===== config.mk =====
export PLATFORM = sky130hd
export DESIGN_NAME = sysid_regs_avmm_flat
export DESIGN_NICKNAME = d
export VERILOG_FILES = /design/src/rtl/sysid_regs_avmm_if.sv /design/src/rtl/sysid_regs_avmm.sv /design/src/flat_wrapper.sv
export SDC_FILE = /design/constraint.sdc
export NUM_CORES = 1
export LEC_CHECK = 0
export CORE_MARGIN = 2
export CORE_UTILIZATION = 43
export DETAILED_ROUTE_END_ITERATION = 16
export GPL_ROUTABILITY_DRIVEN = 0
export PLACE_DENSITY = 0.71
export SLEW_MARGIN = 20
export SYNTH_ARGS = -nofsm -noshare
export SYNTH_HDL_FRONTEND = slang
export SYNTH_SLANG_ARGS = --single-unit

===== constraint.sdc =====
create_clock -name clock -period 4.4 [get_ports clock]
set_input_delay 0.66 -clock clock [delete_from_list [all_inputs] [get_ports clock]]
set_output_delay 0.66 -clock clock [all_outputs]
set_load 0.05 [all_outputs]

===== src/rtl/sysid_regs_avmm_if.sv =====
// Avalon-MM slave bus bundle for the system-ID register block.
// One word-addressed port with fixed read latency of one clock.
interface sysid_regs_avmm_if #(
   parameter int ADDR_W = 4
);
   logic [ADDR_W-1:0] address;
   logic              read;
   logic              write;
   logic [31:0]       writedata;
   logic [3:0]        byteenable;
   logic [31:0]       readdata;

   modport master (
      output address, read, write, writedata, byteenable,
      input  readdata
   );

   modport slave (
      input  address, read, write, writedata, byteenable,
      output readdata
   );
endinterface


===== src/rtl/sysid_regs_avmm.sv =====
// System-ID register slave: build ID, timestamp, uptime with
// coherent 64-bit snapshot, lockable scratch and user words.
module sysid_regs_avmm #(
   parameter logic [31:0] ID             = 32'h5313_5AC2,
   parameter logic [31:0] TIMESTAMP      = 32'h0,
   parameter int          ADDR_W         = 4,
   parameter int          NUM_USER_WORDS = 2,
   parameter logic [32*(NUM_USER_WORDS>0?NUM_USER_WORDS:1)-1:0]
                          USER_DATA      = '0,
   parameter int          TICK_DIV       = 1,
   parameter logic [31:0] SCRATCH_RESET  = 32'h0
) (
   input logic              clock,
   input logic              reset_n,
   sysid_regs_avmm_if.slave bus
);
   localparam int PW = (TICK_DIV > 1) ? $clog2(TICK_DIV) : 1;
   localparam logic [PW-1:0] PS_MAX = PW'(TICK_DIV - 1);
   localparam logic [7:0] NUM_U8 = 8'(NUM_USER_WORDS);

   localparam logic [ADDR_W-1:0] A_ID   = ADDR_W'(0);
   localparam logic [ADDR_W-1:0] A_TS   = ADDR_W'(1);
   localparam logic [ADDR_W-1:0] A_LO   = ADDR_W'(2);
   localparam logic [ADDR_W-1:0] A_HI   = ADDR_W'(3);
   localparam logic [ADDR_W-1:0] A_SCR  = ADDR_W'(4);
   localparam logic [ADDR_W-1:0] A_CTRL = ADDR_W'(5);

   logic [PW-1:0] prescaler;
   logic [63:0]   counter;
   logic [31:0]   shadow;
   logic [31:0]   scratch;
   logic [31:0]   rdata;
   logic          lock;
   logic          tick;
   logic          ctrl_wr;
   logic          clr;
   logic          scr_wr;
   logic          lo_rd;

   assign tick    = (prescaler == PS_MAX);
   assign ctrl_wr = bus.write && (bus.address == A_CTRL) &&
                    bus.byteenable[0];
   assign clr     = ctrl_wr && bus.writedata[1];
   assign scr_wr  = bus.write && (bus.address == A_SCR) && !lock;
   assign lo_rd   = bus.read && (bus.address == A_LO);

   // CLR takes priority over a coincident tick.
   always_ff @(posedge clock or negedge reset_n) begin
      if (!reset_n) begin
         prescaler <= '0;
         counter   <= '0;
      end else if (clr) begin
         prescaler <= '0;
         counter   <= '0;
      end else if (tick) begin
         prescaler <= '0;
         counter   <= counter + 64'd1;
      end else begin
         prescaler <= prescaler + PW'(1);
      end
   end

   always_ff @(posedge clock or negedge reset_n) begin
      if (!reset_n) begin
         lock <= 1'b0;
      end else if (ctrl_wr && bus.writedata[0]) begin
         lock <= 1'b1;
      end
   end

   always_ff @(posedge clock or negedge reset_n) begin
      if (!reset_n) begin
         scratch <= SCRATCH_RESET;
      end else if (scr_wr) begin
         for (int i = 0; i < 4; i++) begin
            if (bus.byteenable[i]) begin
               scratch[8*i +: 8] <= bus.writedata[8*i +: 8];
            end
         end
      end
   end

   always_comb begin
      rdata = '0;
      case (bus.address)
         A_ID:    rdata = ID;
         A_TS:    rdata = TIMESTAMP;
         A_LO:    rdata = counter[31:0];
         A_HI:    rdata = shadow;
         A_SCR:   rdata = scratch;
         A_CTRL:  rdata = {16'h0, NUM_U8, 7'h0, lock};
         default: begin
            for (int k = 0; k < NUM_USER_WORDS; k++) begin
               if (bus.address == ADDR_W'(6 + k)) begin
                  rdata = USER_DATA[32*k +: 32];
               end
            end
         end
      endcase
   end

   // Shadow captures the high word in the same edge as the LO read.
   always_ff @(posedge clock or negedge reset_n) begin
      if (!reset_n) begin
         bus.readdata <= '0;
         shadow       <= '0;
      end else begin
         if (bus.read) begin
            bus.readdata <= rdata;
         end
         if (lo_rd) begin
            shadow <= counter[63:32];
         end
      end
   end
endmodule

===== src/flat_wrapper.sv =====
// flat-port wrapper written by rule: the top's interface ports become plain ports
module sysid_regs_avmm_flat 
#(
   parameter logic [31:0] ID             = 32'h5313_5AC2,
   parameter logic [31:0] TIMESTAMP      = 32'h0,
   parameter int          ADDR_W         = 4,
   parameter int          NUM_USER_WORDS = 2,
   parameter logic [32*(NUM_USER_WORDS>0?NUM_USER_WORDS:1)-1:0]
                          USER_DATA      = '0,
   parameter int          TICK_DIV       = 1,
   parameter logic [31:0] SCRATCH_RESET  = 32'h0
)
  (clock, reset_n, bus_address, bus_read, bus_write, bus_writedata, bus_byteenable, bus_readdata);
  sysid_regs_avmm_if #(.ADDR_W(ADDR_W)) bus_i ();
  input logic clock;
  input logic reset_n;
  input wire logic [$bits(bus_i.address)-1:0] bus_address;
  input wire logic [$bits(bus_i.read)-1:0] bus_read;
  input wire logic [$bits(bus_i.write)-1:0] bus_write;
  input wire logic [$bits(bus_i.writedata)-1:0] bus_writedata;
  input wire logic [$bits(bus_i.byteenable)-1:0] bus_byteenable;
  output wire logic [$bits(bus_i.readdata)-1:0] bus_readdata;
  assign bus_i.address = bus_address;
  assign bus_i.read = bus_read;
  assign bus_i.write = bus_write;
  assign bus_i.writedata = bus_writedata;
  assign bus_i.byteenable = bus_byteenable;
  assign bus_readdata = bus_i.readdata;
  sysid_regs_avmm #(.ID(ID), .TIMESTAMP(TIMESTAMP), .ADDR_W(ADDR_W), .NUM_USER_WORDS(NUM_USER_WORDS), .USER_DATA(USER_DATA), .TICK_DIV(TICK_DIV), .SCRATCH_RESET(SCRATCH_RESET)) u_core (.clock(clock), .reset_n(reset_n), .bus(bus_i));
endmodule

Word-level counts from Yosys, hierarchy flattened
Cells that the tools add are included.

Word-level logic and storage cells: 34. Register bits after elaboration: 162. Output and inout port bits: 32.

Mux-type cells: 5. Reduce and logical (&&, ||, !) cells: 13. Add/sub/neg operators: 2. Equal/unequal tests: 5.

Operators by type and width (count): one-hot mux 32 bit (5 select lines) (1); two-way mux 64 bit (2); adder 64 x 1 -> 64 bit, second input constant (1); == test 4 x 2 -> 1 bit, second input constant (2); == test 4 x 3 -> 1 bit, second input constant (2); AND reduction 2 bit (4); logical AND 1 bit (7); zero test 4 bit (1); two-way mux 1 bit (2); != test 2 bit, second input constant (1); adder 1 bit, second input constant (1); zero test 1 bit (1).

Logic depth before layout (Yosys ltp)
Gate-level depths: netlist of run 1.

Depth in word-level cells: 5. Mapped depth: 8. Gate-level depth less buffers: 6.

Worst setup path before layout of run 1
No wires, ideal clock.

Kind: register -> register. Start: register u_core.counter[0]. End: register u_core.counter[58]. Period minus slack after synthesis: 2543 ps. Arrival time: 2465 ps. Required time: 4322 ps. Setup time: 78 ps. Path slack: 1857 ps. Cell stages (with the launch flop): 9. Cells stage by stage: dfrtp_1 ha_1 nand4_2 or2_2 buf_2 or4_4 buf_6 or4_1 a21oi_1.

Word-level cells in the longest chain between the ends: 3.

Ends and longest elaborated chain: start: declaration (RTL line sysid_regs_avmm.sv:29) `logic [63:0] counter;`; start signal: assignment (RTL line sysid_regs_avmm.sv:57) `counter <= counter + 64'd1;`; adder 64 x 1 -> 64 bit (RTL line sysid_regs_avmm.sv:57); two-way mux 64 bit (RTL line sysid_regs_avmm.sv:55) `end else if (tick) begin`; two-way mux 64 bit (RTL line sysid_regs_avmm.sv:52) `end else if (clr) begin`.

Every way passes these cells. The select of a mux whose other input is x is not followed. A chain may end at the register's enable or synchronous reset.

Worst setup path after layout of run 1
Start: register u_core.counter[2]. End: register u_core.counter[53].

Same word-level chain as after synthesis.

==> results of run 1 <==
how the worst max path moves through the flow:
stage	to	slack, ns
2_1_floorplan	u_core.counter[58]$_DFF_PN0_	1.86
3_3_place_gp	u_core.shadow[7]$_DFFE_PN0P_	1.53
3_5_place_dp	u_core.shadow[1]$_DFFE_PN0P_	1.52
4_1_cts	u_core.counter[53]$_DFF_PN0_	1.54
5_1_grt	u_core.counter[53]$_DFF_PN0_	1.31
6_report	u_core.counter[53]$_DFF_PN0_	1.49
cell families (layout without fill, tap and decap cells):
group                      count (synthesis)  after routing
AOI/OAI and AO/OA                        146            146
xor gates and xnor gates                  32             32
adders and majority gates                  1              1
buffers and inverters                     78            156
DFF                                      161            161
muxes                                     61             61
and+or+nand+nor                          211            211
layout by cell type, fill, tap and decap left out, types with 14 or more instances in the layout:
| cell type | n |
|---|---|
| dfrtp_1 | 161 |
| o21ai_0 | 25 |
| a222oi_1 | 18 |
| or3_1 | 19 |
| nand4_1 | 23 |
| inv_1 | 39 |
| clkdlybuf4s50_1 | 74 |
| a21oi_1 | 31 |
| a21o_1 | 14 |
| nand3_1 | 21 |
| nand2_1 | 41 |
| clkbuf_16 | 17 |
| nor2_1 | 43 |
| mux2_2 | 61 |
| xor2_1 | 20 |
| o22ai_1 | 32 |
routing by layer:
metal / up-vias / track usage, %
met3: 18 / 4.176
met1: 2892 / 28.72
li1: 2690 / -
met2: 194 / 32.32
met4: 0 / 7.350
met5: - / 0
stage by stage:
step | hold WS [ns] | cells
after global placement | 0.4677 | 961
after CTS | 0.3368 | 993
after floorplan | 0.3644 | 690
final | 0.2976 | 993
after detailed placement | 0.4669 | 961
after global routing | 0.3598 | 993
final cells by class:
cell class / count / area (µm²)
Clock inverter: 9 / 128.9
Sequential cell: 161 / 4029
Multi-Input combinational cell: 451 / 3152
Tap cell: 225 / 281.5
Timing Repair Buffer: 85 / 827.0
Inverter: 39 / 146.4
Clock buffer: 23 / 488.0
Fill cell: 1472 / 8064
synth_stat cells, types with 3 or more instances:
cell and n:
xnor2_1 12, mux2_2 61, o22ai_1 32, nand2_1 41
nand4_1 23, clkbuf_1 31, dfrtp_1 161, and3_1 6
a21oi_1 31, xor2_1 20, nor4_1 11, or3_2 4
o21ai_0 25, a21o_1 14, nand3b_1 3, o31ai_1 8
or4_1 9, nor3_1 9, or3_1 19, nor2_1 43
nand3_1 21, a222oi_1 18, and3_2 3, a221oi_1 13
inv_1 39
state kept, by name, indices dropped and copies added, names as in the netlist:
name / count
u_core.counter: 64
u_core.scratch: 32
u_core.bus.readdata: 32
u_core.shadow: 32
u_core.lock: 1
power by group:
group	leakage [nW]	total, mW	internal [mW]	switching, mW
combinational	1.37	0.755	0.375	0.380
sequential	1.96	2.24	1.84	0.402
clock	0.299	1.53	0.951	0.581
total	3.62	4.53	3.17	1.36
worst register-to-register path: stages (launching register included):
cell,delay (ns)
dfrtp_1,0.46
nand3_1,0.28
nor4_1,0.73
nand3_1,0.58
or4_1,0.64
a21oi_1,0.15
==> flow_metrics.py, run 1 <==
metrics = {
    "status": {
        "run_status": "finished, final reports clean",
    },
    "floorplan": {
        "die_x_um": 135.8,
        "die_area_um2": 18450,
        "initial_core_util_pct": 43.65,
        "ios": 76,
        "num_rows": 48,
        "core_area_um2": 17120,
        "fp.dieH_um": 135.8,
    },
    "worst_hold_path": {
        "hp-class": "in2async",
    },
    "yosys": {
        "ys.flop_type": "dfrtp_1",
        "synth_seq_cells": 161,
        "yosys.area_share.adder_pct": 0.1674,
        "ys_seq_area_share_pct": 53.92,
        "postSynthAreaPerCell_um2": 10.83,
        "synthCells": 690,
        "yosys_warnings": 0,
        "yosys-top-cells-area": "dfrtp_1 (54%), mux2_2 (9.2%), o22ai_1 (2.7%)",
        "synth.net_count": 735,
        "yosysTopAreaCell": "dfrtp_1",
        "synth_compound_area_share_pct": 13.14,
        "synth_edf_count": 0,
        "ys_async_sr_fraction_pct": 100.0,
        "synth_top_area_share_pct": 53.92,
        "synth_top_family_by_area": "simple AND/OR/NAND/NOR gates",
        "post_synth_and_or_nand_nor_area_fraction_pct": 15.41,
        "synthXorXnorAreaFrac_pct": 3.751,
        "synth.area.mux_share_pct": 9.193,
        "synth.distinct_cells": 49,
        "synth_area_um2": 7472,
    },
    "timing": {
        "period_minus_slack_ns": 2.913,
        "relSlewSlack_pct": 33.22,
        "fmax_ghz": 0.3433,
        "finalSetupTns_ns": 0,
        "rsz0062_at_grt": "false",
        "fin_skew_ns": 0.007166,
        "setup_viol": 0,
        "finalHoldViolCount": 0,
        "slew_violations": 0,
        "worst_slack_ns": 1.487,
        "worst_slew_pin_slew_ns": 0.9942,
        "fin_crit_sh_pct": 66.21,
    },
    "clock_network": {
        "cts_tree": "done",
        "cts_buffers": 17,
        "clk_pin_slew_ns": 0.06,
        "holdBufCountCts": 0,
        "clkLatencyLatePin_ns": 0.43,
        "cts-root-buf": "clkbuf_16",
        "htreeDepth": 4,
        "clock-sinks": 161,
        "cts_buffer_depth": 2,
        "post_cts_buffers": 0,
        "cts.repair.resized": 0,
    },
    "global_route": {
        "grt_max_degree": 92,
        "grt_overflow_total": 0,
        "antenna_found_initial": 0,
        "grt_pass1_wl_um": 29450,
        "grt_pass1_vias": 5606,
        "grt_use_total_pct": 20.67,
    },
    "route": {
        "num_vias": 5794,
        "ant_nets": 0,
        "highest_layer": "met4",
        "wl_um": 18300,
        "wl_met2_um": 8732,
        "drc": 0,
        "vias_per_cell": 5.835,
        "wl_met3_um": 1095,
        "first_iter_violations": 586,
        "firstDrtPassIters": 5,
        "wl_met1_um": 8162,
        "wl_per_cell_um": 18.43,
    },
    "critical_path": {
        "rrSetupSlack_ns": 1.49,
        "worstSetupStartpointType": "flop",
        "r2r-start": "u_core.counter[2]$_DFF_PN0_",
        "r2r_end": "u_core.counter[53]$_DFF_PN0_",
        "crit_start": "u_core.counter[2]$_DFF_PN0_",
        "max_stage_delay_ns": 0.73,
        "cp_top_family": "simple AND/OR/NAND/NOR gates",
        "crit_chain": "nand3_1 -> nor4_1 -> nand3_1 -> or4_1 -> a21oi_1",
        "critical_path_class": "reg2reg",
        "crit_cells": 5,
        "worstPathArrival_ns": 3.27,
        "cp-end-kind": "flop",
        "cp_max_fo": 15,
        "path_buf_inv": 0,
        "cp.required_ns": 4.76,
        "cpMostUsedCell": "nand3_1",
        "worstRegToRegCells": 5,
        "cp_slowest_cell": "nor4_1",
    },
    "placement": {
        "dpl-instance-area_um2": 8436,
        "pre_cts_slack_ns": 1.518,
        "hpwl_um": 12450,
        "portBuffers": 75,
    },
    "power": {
        "ir_worst_vdd_v": 0.0002422,
        "power_density_nw_per_um2": 500.3,
        "p_leak_nw": 3.624,
        "p_total_mw": 4.529,
    },
    "layout": {
        "finalNetCount": 800,
        "design_area_um2": 9052,
        "area_growth_pct": 21.15,
        "drive_above_1_share_pct": 15.76,
        "diodes": 0,
        "fin_util_pct": 52.89,
    },
    "flow_run": {
        "maxCapViolCount": 0,
    },
}
Power figures use the tool's default switching activity.
==> run 2: changes to the inputs <==
Clock period 4.4 ns to 2.85 ns, I/O delays scaled along.
==> flow_metrics.py, run 2 (same netlist as run 1, synthesis figures left out) <==
metrics = {
    "critical_path": {
        "r2r-start": "u_core.counter[0]$_DFF_PN0_",
        "crit_start": "u_core.counter[0]$_DFF_PN0_",
        "cp-end-kind": "flop",
        "cp_max_fo": 13,
        "cp.required_ns": 3.20,
        "rrSetupSlack_ns": 0.21,
        "critical_path_class": "reg2reg",
        "worstSetupStartpointType": "flop",
        "worstPathArrival_ns": 2.99,
    },
    "route": {
        "ant_nets": 0,
        "wl_um": 18300,
        "num_vias": 5892,
        "firstDrtPassIters": 9,
        "drc": 0,
        "vias_per_cell": 5.851,
        "first_iter_violations": 522,
        "wl_per_cell_um": 18.17,
    },
    "layout": {
        "finalNetCount": 814,
        "largest_register": "u_core.counter",
        "mostFrequentLayoutCells": "dfrtp_1 (161), clkdlybuf4s50_1 (74), mux2_2 (61), nor2_1 (43), nand2_1 (41)",
        "largest_reg_flops": 64,
        "fillCellCount": 1474,
        "final_common_cell": "dfrtp_1",
        "drive_above_1_share_pct": 17.39,
        "diodes": 0,
        "area_growth_pct": 23.53,
    },
    "timing": {
        "fin_crit_sh_pct": 92.68,
        "setup_viol": 0,
        "worst_slew_pin_slew_ns": 0.5957,
        "finalSetupTns_ns": 0,
        "fin_skew_ns": 0.008624,
        "rsz0062_at_grt": "false",
        "slew_violations": 0,
        "finalHoldViolCount": 0,
        "period_minus_slack_ns": 2.641,
        "fmax_ghz": 0.3786,
        "relSlewSlack_pct": 59.92,
    },
    "status": {
        "run_status": "finished, final reports clean",
    },
    "floorplan": {
        "fp.dieH_um": 135.8,
        "die_x_um": 135.8,
        "ios": 76,
        "die_area_um2": 18450,
        "core_area_um2": 17120,
        "initial_core_util_pct": 43.65,
        "num_rows": 48,
    },
    "global_route": {
        "grt_pass1_wl_um": 29990,
        "grt_overflow_total": 0,
        "grt_pass1_vias": 5740,
        "grt_max_degree": 70,
        "antenna_found_initial": 0,
        "grt_use_total_pct": 21.13,
    },
    "placement": {
        "hpwl_um": 12730,
        "portBuffers": 75,
    },
    "clock_network": {
        "clk_pin_slew_ns": 0.06,
        "cts_buffer_depth": 2,
        "htreeDepth": 4,
        "clkLatencyLatePin_ns": 0.43,
        "cts_tree": "done",
        "cts-root-buf": "clkbuf_16",
        "clock-sinks": 161,
        "post_cts_buffers": 0,
        "cts_buffers": 17,
    },
    "flow_run": {
        "maxCapViolCount": 0,
    },
    "power": {
        "ir_worst_vdd_v": 0.0004088,
        "p_total_mw": 7.098,
        "p_leak_nw": 3.703,
        "power_density_nw_per_um2": 769.0,
    },
    "worst_hold_path": {
        "hp-class": "reg2reg",
        "hp-start": "u_core.lock$_DFFE_PN0P_",
    },
}
[run 2: cell count changes in the layout (fill, tap and decap cells not counted), moves of 2 or more]
cell | previous run | this run
buf_4 | 10 | 18
clkinv_2 | 3 | 1
clkbuf_8 | 4 | 0
inv_6 | 0 | 3
clkinvlp_4 | 2 | 4
buf_12 | 0 | 5
clkinv_4 | 1 | 3
clkbuf_1 | 2 | 0
[run 2: repair_timing]
item	in CTS	in global routing
hold buffers	1	0
resized for setup	0	0
endpoints found under the hold margin	56	0
[run 2: path summary, 6_finish.rpt]
kind | to | cells past startpoint
worst max-delay path | u_core.counter[58]$_DFF_PN0_ | 6
worst min-delay path | u_core.lock$_DFFE_PN0P_ | 1
worst max register to register | u_core.counter[58]$_DFF_PN0_ | 6
worst min register to register | u_core.lock$_DFFE_PN0P_ | 1
max in group asynchronous | u_core.shadow[25]$_DFFE_PN0P_ | 3
min in group asynchronous | u_core.scratch[2]$_DFFE_PN0P_ | 2
[run 2: where the power goes]
group          switching (mW)  internal [mW]
Combinational           0.584          0.605
Sequential              0.645           2.84
Clock                   0.952           1.47
Total                    2.18           4.92
[run 2: per-layer routing]
metal  track usage (%)  routed length (µm)  vias to the layer above  share of wire [%]
met3             4.474                1302                       20                7.1
li1                  -                   -                     2718                  -
met4             7.350                 251                        0                1.4
met1             29.13                8019                     2969                 44
met2             33.25                8727                      185                 48
met5                 0                   0                        -                  0
[run 2: worst max-delay path, cell delays in order, from the launching register on]
cell	delay, ns
dfrtp_1	0.40
ha_1	0.26
nand4_2	0.18
or2_2	0.39
or4_4	0.64
or4_1	0.51
a21oi_1	0.18
[run 2: cell type report]
cell class,count,area [µm²],share of cell area (%)
clock buffer,17,425.4,4.609
clock inverter,15,207.7,2.250
inverter,39,146.4,1.586
multi-input combinational,451,3143,34.05
sequential,161,4029,43.65
tap,225,281.5,3.050
timing repair buffer,99,997.2,10.80
[run 2: per-stage QoR]
stage               std cells  util (%)  hold WS [ns]  setup slack [ns]  instance area (µm²)
global placement          974     50.17        0.4341            0.2760                 8587
CTS                      1007     53.93        0.4895            0.1929                 9230
floorplan                 690         -        0.1319            0.3067                 7472
detailed placement        974     50.17        0.4335            0.2038                 8587
finish                   1007     53.93        0.4901            0.2086                 9230
global route             1007     53.93        0.5176           0.09718                 9230
